**src/rtl/uart_pkg.sv**
```systemverilog
// Shared definitions for the UART transmit path: FSM encoding and 8N1 frame constants.
package uart_pkg;

   typedef enum logic [1:0] {
      ST_IDLE  = 2'd0,
      ST_START = 2'd1,
      ST_DATA  = 2'd2,
      ST_STOP  = 2'd3
   } tx_state_t;

   localparam int DATA_BITS        = 8;
   localparam int STOP_BITS        = 1;
   localparam int DEFAULT_BAUD_DIV = 10417;

endpackage

```
**src/rtl/uart_tx_serializer.sv**
```systemverilog
// 8N1 serializer: loads a byte in IDLE and shifts it out LSB first between a start and a stop bit.
module uart_tx_serializer
   import uart_pkg::*;
#(
   parameter int BAUD_DIV = DEFAULT_BAUD_DIV
) (
   input  logic                 clk,
   input  logic                 reset,
   input  logic                 load,
   input  logic [DATA_BITS-1:0] data,
   output logic                 tx,
   output logic                 busy
);

   localparam int CW = $clog2(BAUD_DIV);
   localparam int BW = $clog2(DATA_BITS);

   tx_state_t            state, state_next;
   logic [CW-1:0]        baud_cnt, baud_cnt_next;
   logic [BW-1:0]        bit_idx, bit_idx_next;
   logic [DATA_BITS-1:0] shift, shift_next;
   logic                 tx_next, busy_next;
   logic                 baud_done, last_bit;

   assign baud_done = (baud_cnt == CW'(BAUD_DIV - 1));
   assign last_bit  = (bit_idx == BW'(DATA_BITS - 1));

   always_ff @(posedge clk) begin
      // NOTE: sequential state uses <= only; a blocking write here would race the comb logic reading it.
      if (reset) begin
         state    <= ST_IDLE;
         baud_cnt <= '0;
         bit_idx  <= '0;
         // NOTE: the shift register is reset too; it is tiny and this keeps X out of the line in sim.
         shift    <= '0;
         tx       <= 1'b1;
         busy     <= 1'b0;
      end else begin
         state    <= state_next;
         baud_cnt <= baud_cnt_next;
         bit_idx  <= bit_idx_next;
         shift    <= shift_next;
         tx       <= tx_next;
         busy     <= busy_next;
      end
   end

   always_comb begin
      // NOTE: default assignment first so no path through the case infers a latch.
      state_next = state;
      unique case (state)
         ST_IDLE:  if (load) state_next = ST_START;
         ST_START: if (baud_done) state_next = ST_DATA;
         ST_DATA:  if (baud_done && last_bit) state_next = ST_STOP;
         ST_STOP:  if (baud_done) state_next = ST_IDLE;
         default:  state_next = ST_IDLE;
      endcase
   end

   // Outputs are computed from the next state so tx and busy come straight out of flops.
   always_comb begin
      baud_cnt_next = (state == ST_IDLE || baud_done) ? '0 : baud_cnt + CW'(1);

      bit_idx_next = bit_idx;
      if (state == ST_DATA && baud_done)
         bit_idx_next = last_bit ? '0 : bit_idx + BW'(1);

      shift_next = shift;
      if (state == ST_IDLE && load)
         shift_next = data;
      else if (state == ST_DATA && baud_done)
         shift_next = shift >> 1;

      unique case (state_next)
         ST_START: tx_next = 1'b0;
         ST_DATA:  tx_next = shift_next[0];
         default:  tx_next = 1'b1;
      endcase

      busy_next = (state_next != ST_IDLE);
   end

endmodule

```
**src/rtl/uart_tx_arbiter.sv**
```systemverilog
// Round-robin arbiter sharing one UART transmit line between NREQ byte producers.
module uart_tx_arbiter
   import uart_pkg::*;
#(
   parameter int NREQ     = 2,
   parameter int BAUD_DIV = DEFAULT_BAUD_DIV
) (
   input  logic                    clk,
   input  logic                    reset,
   input  logic [NREQ-1:0]         req_valid,
   input  logic [8*NREQ-1:0]       req_data,
   output logic [NREQ-1:0]         req_ready,
   output logic                    UART_TX,
   output logic                    busy,
   output logic [$clog2(NREQ)-1:0] grant_id
);

   localparam int GW = $clog2(NREQ);

   logic [GW-1:0]   last_grant, winner;
   logic [NREQ-1:0] pick;
   logic            found, accept;
   logic [7:0]      load_data;

   // Two passes give the wrap-around search: indices above last_grant first, then the rest.
   always_comb begin
      pick      = '0;
      found     = 1'b0;
      winner    = '0;
      load_data = '0;
      for (int j = 0; j < NREQ; j++) begin
         if (!found && req_valid[j] && j > int'(last_grant)) begin
            found     = 1'b1;
            pick[j]   = 1'b1;
            winner    = GW'(j);
            load_data = req_data[8*j +: 8];
         end
      end
      for (int j = 0; j < NREQ; j++) begin
         if (!found && req_valid[j] && j <= int'(last_grant)) begin
            found     = 1'b1;
            pick[j]   = 1'b1;
            winner    = GW'(j);
            load_data = req_data[8*j +: 8];
         end
      end
   end

   assign req_ready = (!busy && !reset) ? pick : '0;
   assign accept    = found && !busy && !reset;

   always_ff @(posedge clk) begin
      if (reset) begin
         last_grant <= GW'(NREQ - 1);
         grant_id   <= '0;
      end else if (accept) begin
         last_grant <= winner;
         grant_id   <= winner;
      end
   end

   uart_tx_serializer #(
      .BAUD_DIV (BAUD_DIV)
   ) u_serializer (
      .clk   (clk),
      .reset (reset),
      .load  (accept),
      .data  (load_data),
      .tx    (UART_TX),
      .busy  (busy)
   );

endmodule

```
**config.mk**
```make
export PLATFORM = sky130hd
export DESIGN_NAME = uart_tx_arbiter
export DESIGN_NICKNAME = d
export VERILOG_FILES = /design/src/rtl/uart_pkg.sv /design/src/rtl/uart_tx_serializer.sv /design/src/rtl/uart_tx_arbiter.sv
export SDC_FILE = /design/constraint.sdc
export NUM_CORES = 1
export LEC_CHECK = 0
export ABC_AREA = 1
export CORE_MARGIN = 8
export CORE_UTILIZATION = 50
export DETAILED_ROUTE_END_ITERATION = 12
export PLACE_DENSITY_LB_ADDON = 0.05
export SLEW_MARGIN = 20
export SYNTH_ARGS = -nofsm -noshare
export SYNTH_HDL_FRONTEND = slang
export SYNTH_HIERARCHICAL = 1
export SYNTH_SLANG_ARGS = --single-unit
```
**constraint.sdc**
```tcl
create_clock -name clk -period 4 [get_ports clk]
set_input_delay 0.8 -clock clk [delete_from_list [all_inputs] [get_ports clk]]
set_output_delay 0.8 -clock clk [all_outputs]
set_load 0.03 [all_outputs]
```
# == Word-level counts from Yosys, hierarchy flattened ==
# Cells that the tools add are included.
# totals
reg_bits,31
in_bits,20
out_inout_bits,5
# classes
addsub,2
order_cmp,2
eq_ne,7
n_mux,20
reduce_logical,19
# ops
operator,count
two-way mux 8 bit,5
"adder 14 x 1 -> 14 bit, second input constant",1
"== test 14 bit, second input constant",1
logical AND 1 bit,10
two-way mux 2 bit,5
case mux 2 bit (4 select lines),1
two-way mux 1 bit,7
"== test 2 bit, second input constant",3
"== test 2 x 1 -> 1 bit, second input constant",2
logical NOT 1 bit,4
nonzero test 2 bit,2
"adder 3 x 1 -> 3 bit, second input constant",1
"== test 3 bit, second input constant",1
two-way mux 3 bit,1
logical NOT 2 bit,1
case mux 1 bit (2 select lines),1
OR reduction 2 bit,1
"greater-than comparator 1 bit, first input constant",1
"<= comparator 1 bit, first input constant",1
logical OR 1 bit,1

# == Depth between registers and ports, before layout ==
# Gate-level depths: netlist of run 1.
# depth
word_depth,16
depth_mapped,13
mapped_depth_nobuf,13

# == Hierarchy ==
# The synthesis of run 1 kept the hierarchy.
# modules_own_cells
module,n_inst,cells_each,area_each_um2,seq_area_each_um2
uart_tx_serializer,1,203,1491.4,580.6
uart_tx_arbiter,1,49,284.0,40.0

# == Least setup slack after synthesis of run 1 ==
# No wires, ideal clock.
# synth_path
path_type,input to output
from,in req_valid[1]
to,out req_ready[0]
t_arrival_ns,1.369
required_time_ns,3.200
setup_slack_ns,1.831
path_stages,4
path_buffers,1
cell_sequence,buf_4 nand2_4 nand2_2 nor2_2
# synth_via
elab_chain_len,6
# synth_rtl
item,line,source
start: declaration,uart_tx_arbiter.sv:10,"input logic [NREQ-1:0] req_valid,"
logical AND 1 bit,uart_tx_arbiter.sv:32,if (!found && req_valid[j] && j > int'(last_grant)) begin
two-way mux 1 bit,uart_tx_arbiter.sv:32,
logical NOT 1 bit,uart_tx_arbiter.sv:40,if (!found && req_valid[j] && j <= int'(last_grant)) begin
logical AND 1 bit,uart_tx_arbiter.sv:40,
two-way mux 1 bit,uart_tx_arbiter.sv:40,
two-way mux 2 bit,uart_tx_arbiter.sv:49,assign req_ready = (!busy && !reset) ? pick : '0;
end: declaration,uart_tx_arbiter.sv:12,"output logic [NREQ-1:0] req_ready,"
# Every way passes these cells.

# == Worst setup path after layout of run 1 ==
# layout_path
from,in req_valid[0]
to,out req_ready[1]
# layout_via
elab_chain_len,7
# layout_rtl
item,line
logical AND 1 bit,uart_tx_arbiter.sv:40
two-way mux 1 bit,uart_tx_arbiter.sv:40
logical NOT 1 bit,uart_tx_arbiter.sv:40
logical AND 1 bit (2 in a row),uart_tx_arbiter.sv:40
two-way mux 1 bit,uart_tx_arbiter.sv:40
two-way mux 2 bit,uart_tx_arbiter.sv:49
# Every way passes these cells.

==> impl_metrics.env, run 1 <==
export IMPL_worstPathArrival_ns=2.50
export IMPL_rows=21
export IMPL_drt_wirelength_per_cell_um=10.7
export IMPL_start_kind="input port"
export IMPL_cts_hold_buf=0
export IMPL_dp_cells=317
export IMPL_fmax_mhz=303
export IMPL_fin_setup_tns_ns=0
export IMPL_fin_cells=325
export IMPL_dp_hpwl_um=2740
export IMPL_p_leak_uw=0.000872
export IMPL_setup_violations_final=0
export IMPL_cp_max_fo=11
export IMPL_end_kind="output port"
export IMPL_slowest_stage="clkdlybuf4s50_1"
export IMPL_io_pins=25
export IMPL_core_um2=3360
export IMPL_wl_met3_um=142
export IMPL_maxCapViolations=0
export IMPL_routabilityCongestion=0.803
export IMPL_final_cell_mix="46 x nand2_1, 40 x nand3_1, 31 x inv_1, 31 x dfxtp_1, 24 x clkdlybuf4s50_1"
export IMPL_clk_latency_ns=0.32
export IMPL_path_common_cell="clkdlybuf4s50_1"
export IMPL_post_cts_setup_buffers=0
export IMPL_synth_edf_count=0
export IMPL_synthArstFlopShare_pct=0
export IMPL_yosysTopAreaCell="dfxtp_1"
export IMPL_grt_overflow=0
export IMPL_period_needed_ns=3.30
export IMPL_vias=1609
export IMPL_hold_ws_ns=0.454
export IMPL_final_common_cell="nand2_1"
export IMPL_drt_total_wl_um=3480
export IMPL_ys_seq_area_share_pct=35.0
export IMPL_rsz0062_at_grt="false"
export IMPL_synthDistinctLibCells=31
export IMPL_max_slew_margin_pct=70.6
export IMPL_period_share_pct=82.5
export IMPL_clkTransAtPathRegs_ns=0.09
export IMPL_finalClockSkew_ns=0.00422
export IMPL_worstPathCellList="clkdlybuf4s50_1 > nand2_4 > nand3_2 > inv_1 > clkdlybuf4s50_1"
export IMPL_die_w_um=75.6
export IMPL_cp_required_ns=3.20
export IMPL_ys_flop_type="dfxtp_1"
export IMPL_dr_pass1_iters=4
export IMPL_drt_iter0_drc=59
export IMPL_cts_root_buf="clkbuf_4"
export IMPL_grt_pass1_wl_um=6200
export IMPL_final_util_pct=62.6
export IMPL_cts_tree="done"
export IMPL_ys_top_cells_by_area="dfxtp_1 35%, nand3_1 11%, nand2_1 9.7%"
export IMPL_hp_class="reg -> reg"
export IMPL_avgViaCountPerCell=4.95
export IMPL_status="finished, final reports clean"
export IMPL_wl_met1_um=1780
export IMPL_grt_max_degree=16
export IMPL_ctsResizeCount=0
export IMPL_antenna_found_initial=0
export IMPL_syn_inst=252
export IMPL_antennaDiodeCount=0
export IMPL_power_density_nw_per_um2=302
export IMPL_ant_nets=0
export IMPL_port_buffers=24
export IMPL_areaGrowthSynthToFinish_pct=18.7
export IMPL_dr_wl_met2_um=1540
export IMPL_cts_sinks=31
export IMPL_worst_setup_path_type="in -> out"
export IMPL_grt_usage_pct=13.7
export IMPL_p_total_uw=636
export IMPL_crit_buf_inv=3
export IMPL_drive_gt1_share_pct=15.8
export IMPL_nets=302
export IMPL_max_stage_delay_ns=0.67
export IMPL_drc_errors=0
export IMPL_syn_area_um2=1780
export IMPL_dieArea_um2=5710
export IMPL_h_tree_depth=2
export IMPL_finalHoldViolations=0
export IMPL_syn_avg_cell_area_um2=7.05
export IMPL_die_h_um=75.6
export IMPL_top_layer="met4"
export IMPL_initial_core_util_pct=52.8
export IMPL_synth_fp_nets=276
export IMPL_synth_top_area_share_pct=35.0
export IMPL_tightest_slew_ns=0.439
export IMPL_ir_drop_mv=0.242
export IMPL_numCtsBuffers=5
export IMPL_yosysWarnings=6
export IMPL_grt_pass1_vias=1552
export IMPL_crit_family="buffers and inverters"
export IMPL_final_max_slew_violation_count=0
export IMPL_cts_buffer_depth=2
export IMPL_synth_seq_cells=31
==> stage by stage <==
step | worst slack (ns) | instance area [µm²]
floorplan | 1.83 | 1780
CTS | 0.701 | 2110
detailed placement | 0.715 | 2040
global placement | 0.733 | 2040
global route | 0.622 | 2110
finish | 0.701 | 2110
==> path summary, 6_finish.rpt <==
path                                        startpoint                              endpoint  slack [ns]  cells past startpoint
hold / removal    u_serializer/bit_idx[1]$_SDFFE_PP0N_  u_serializer/bit_idx[1]$_SDFFE_PP0N_        0.45                      2
setup reg to reg   u_serializer/baud_cnt[0]$_SDFF_PP0_   u_serializer/baud_cnt[9]$_SDFF_PP0_        2.16                     11
hold reg to reg   u_serializer/bit_idx[1]$_SDFFE_PP0N_  u_serializer/bit_idx[1]$_SDFFE_PP0N_        0.45                      2
setup / recovery                          req_valid[0]                          req_ready[1]        0.70                      5
==> kinds of logic after synthesis <==
family / Yosys count / share of synthesized area (%)
AOI/OAI and AO/OA: 28 / 9.09
xor gates and xnor gates: 1 / 0.493
adders and majority gates: 4 / 2.82
buffers and inverters: 41 / 9.79
DFF: 31 / 35.0
and+or+nand+nor: 147 / 42.8
==> state kept, by name, indices dropped and copies added, names as in the netlist <==
| signal | flops |
|---|---|
| grant_id | 1 |
| last_grant | 1 |
| u_serializer/baud_cnt | 14 |
| u_serializer/bit_idx | 3 |
| u_serializer/busy | 1 |
| u_serializer/shift | 8 |
| u_serializer/state | 2 |
| u_serializer/tx | 1 |
==> where the power goes <==
group	total, µW	switching [µW]	internal [µW]
Sequential	329	8.90	320
Combinational	102	56.3	45.7
Clock	206	102	103
==> worst register-to-register path: stages (launching register included) <==
cell and delay [ns]:
dfxtp_1 0.35, inv_1 0.07, ha_1 0.19, inv_1 0.05
nor2_1 0.09, nand2_1 0.09, nor2_4 0.14, nand2_2 0.08
nand2_1 0.33, inv_1 0.19, o21ai_0 0.11, a21oi_1 0.05
==> cell usage after synthesis (2+ instances only) <==
cell,n
dfxtp_1,31
a31oi_1,6
a21oi_1,13
ha_1,4
inv_1,31
nand2_4,2
nand2_2,10
nand2_1,46
nor3_1,2
nand3_2,4
nor2_1,22
a21oi_2,2
o21ai_0,4
inv_2,4
buf_4,3
nor2_2,7
nand3_1,40
nor3b_1,2
nand4_1,4
nor2_4,4
==> layout make-up <==
type	instances	area (µm²)
sequential	31	621
multi-input combinational	180	981
clock buffer	8	68.8
inverter	35	131
tap	46	57.6
fill	335	1260
timing repair buffer	25	248
==> metal layers <==
metal | up-vias | GRT usage (%)
li1 | 866 | -
met1 | 701 | 16.6
met2 | 40 | 22.4
met3 | 2 | 4.47
met4 | 0 | 3.84
met5 | - | 0
Power figures use the tool's default switching activity.
==> run 2: changes to the inputs <==
clock period = 3.2 ns   (was 4 ns; I/O delays follow)
==> run 2 against run 1 <==
Against the previous run: clock skew grew 0.0040 ns; flip-flop and latch count did not move; utilization decreased by 0.15 points; power up 21%; worst setup slack worse by 0.45 ns; global-route usage is 0.83 points higher; via count is 1.7% lower; die area unchanged; critical endpoint is now req_ready[0]; highest routed layer unchanged.
==> impl_metrics.env, run 2 (synthesis results as in run 1) <==
export IMPL_end_kind="output port"
export IMPL_p_leak_uw=0.000872
export IMPL_antenna_found_initial=0
export IMPL_path_common_cell="clkdlybuf4s50_1"
export IMPL_areaGrowthSynthToFinish_pct=18.4
export IMPL_maxCapViolations=0
export IMPL_cts_sinks=31
export IMPL_status="finished, final reports clean"
export IMPL_final_cell_mix="46 x nand2_1, 40 x nand3_1, 31 x inv_1, 31 x dfxtp_1, 24 x clkdlybuf4s50_1"
export IMPL_drive_gt1_share_pct=16.1
export IMPL_grt_overflow=0
export IMPL_largest_register="u_serializer/baud_cnt"
export IMPL_rows=21
export IMPL_cts_buffer_depth=2
export IMPL_ir_drop_mv=0.303
export IMPL_final_max_slew_violation_count=0
export IMPL_reg_top3="u_serializer/baud_cnt (14), u_serializer/shift (8), u_serializer/bit_idx (3)"
export IMPL_largest_reg_flops=14
export IMPL_fillers=342
export IMPL_antennaDiodeCount=0
export IMPL_die_w_um=75.6
export IMPL_placed_area_um2=2050
export IMPL_tightest_slew_ns=0.424
export IMPL_avgViaCountPerCell=4.86
export IMPL_drt_wirelength_per_cell_um=11.2
export IMPL_grt_max_degree=16
export IMPL_period_share_pct=92.3
export IMPL_start_kind="input port"
export IMPL_grt_usage_pct=14.5
export IMPL_nets=303
export IMPL_ant_nets=0
export IMPL_power_density_nw_per_um2=366
export IMPL_period_needed_ns=2.95
export IMPL_routabilityCongestion=0.778
export IMPL_clk_latency_ns=0.33
export IMPL_dieArea_um2=5710
export IMPL_io_pins=25
export IMPL_drc_errors=0
export IMPL_max_stage_delay_ns=0.68
export IMPL_final_area_um2=2100
export IMPL_drt_total_wl_um=3650
export IMPL_multi_input_area_um2=981
export IMPL_cp_max_fo=11
export IMPL_max_slew_margin_pct=71.7
export IMPL_clkTransAtPathRegs_ns=0.09
export IMPL_numCtsBuffers=5
export IMPL_cts_tree="done"
export IMPL_fmax_mhz=339
export IMPL_register_area_um2=621
export IMPL_grt_pass1_vias=1584
export IMPL_initial_core_util_pct=52.8
export IMPL_dp_hpwl_um=2780
export IMPL_finalHoldViolations=0
export IMPL_worst_setup_path_type="in -> out"
export IMPL_rsz0062_at_grt="false"
export IMPL_die_h_um=75.6
export IMPL_vias=1581
export IMPL_fin_setup_tns_ns=0
export IMPL_setup_violations_final=0
export IMPL_hp_class="reg -> reg"
export IMPL_finalClockSkew_ns=0.00818
export IMPL_cp_required_ns=2.56
export IMPL_dr_pass1_iters=4
export IMPL_grt_pass1_wl_um=6450
export IMPL_worstPathCellList="clkdlybuf4s50_1 > nand2_4 > nand2_2 > nor2_2 > clkdlybuf4s50_1"
export IMPL_post_cts_setup_buffers=0
export IMPL_core_um2=3360
export IMPL_worstPathArrival_ns=2.31
export IMPL_h_tree_depth=2
export IMPL_drt_iter0_drc=69
export IMPL_port_buffers=24
export IMPL_slowest_stage="clkdlybuf4s50_1"
export IMPL_cts_hold_buf=0
export IMPL_ctsResizeCount=0
export IMPL_final_common_cell="nand2_1"
export IMPL_cts_root_buf="clkbuf_4"
[run 2: cell types whose count changed in the layout (fill, tap and decap cells not counted)]
cell and delta:
buf_4 +1, clkbuf_1 -1, clkbuf_8 -1, clkinv_2 +1
[run 2: metal layers]
| layer | track usage, % | vias to the layer above | part of all wire, % |
|---|---|---|---|
| met4 | 5.12 | 0 | 1.6 |
| met2 | 24.7 | 28 | 46 |
| met1 | 16.4 | 680 | 49 |
| met5 | 0 | - | 0 |
| met3 | 4.87 | 5 | 3.2 |
| li1 | - | 868 | - |
[run 2: critical path: cells and delay by family]
family,cells,cell delay [ns]
AND/OR/NAND/NOR,3,0.37
buffers and inverters,2,1.30
[run 2: final cells by class]
type,instances,area share [%]
repair buffers,26,12.1
clock buffers,6,2.44
inverters,35,6.25
flip-flops and latches,31,29.5
multi-input cells,180,46.7
clock inverters,1,0.238
well taps,46,2.74
[run 2: per-stage QoR]
stage | util [%] | instances | total power (µW) | hold slack (ns) | setup WS, ns
3_3_place_gp | 60.8 | 318 | 548 | 0.436 | 0.275
4_1_cts | 62.5 | 325 | 782 | 0.456 | 0.244
3_5_place_dp | 60.8 | 318 | 548 | 0.442 | 0.253
5_1_grt | 62.5 | 325 | 820 | 0.482 | 0.185
6_report | 62.5 | 325 | 769 | 0.453 | 0.248
2_1_floorplan | - | 252 | 499 | 0.427 | 1.35
[run 2: report_power, final]
| part | switching [µW] | internal [µW] | total [µW] |
|---|---|---|---|
| sequential | 11.6 | 400 | 411 |
| combinational | 69.7 | 58.0 | 128 |
| clock | 128 | 102 | 230 |
[run 2: final timing paths]
check	startpoint	to	slack, ns	cells after the start
max	req_valid[1]	req_ready[0]	0.25	5
min	u_serializer/bit_idx[1]$_SDFFE_PP0N_	u_serializer/bit_idx[1]$_SDFFE_PP0N_	0.45	2
min reg2reg	u_serializer/bit_idx[1]$_SDFFE_PP0N_	u_serializer/bit_idx[1]$_SDFFE_PP0N_	0.45	2
max reg2reg	u_serializer/baud_cnt[0]$_SDFF_PP0_	u_serializer/baud_cnt[12]$_SDFF_PP0_	1.37	11
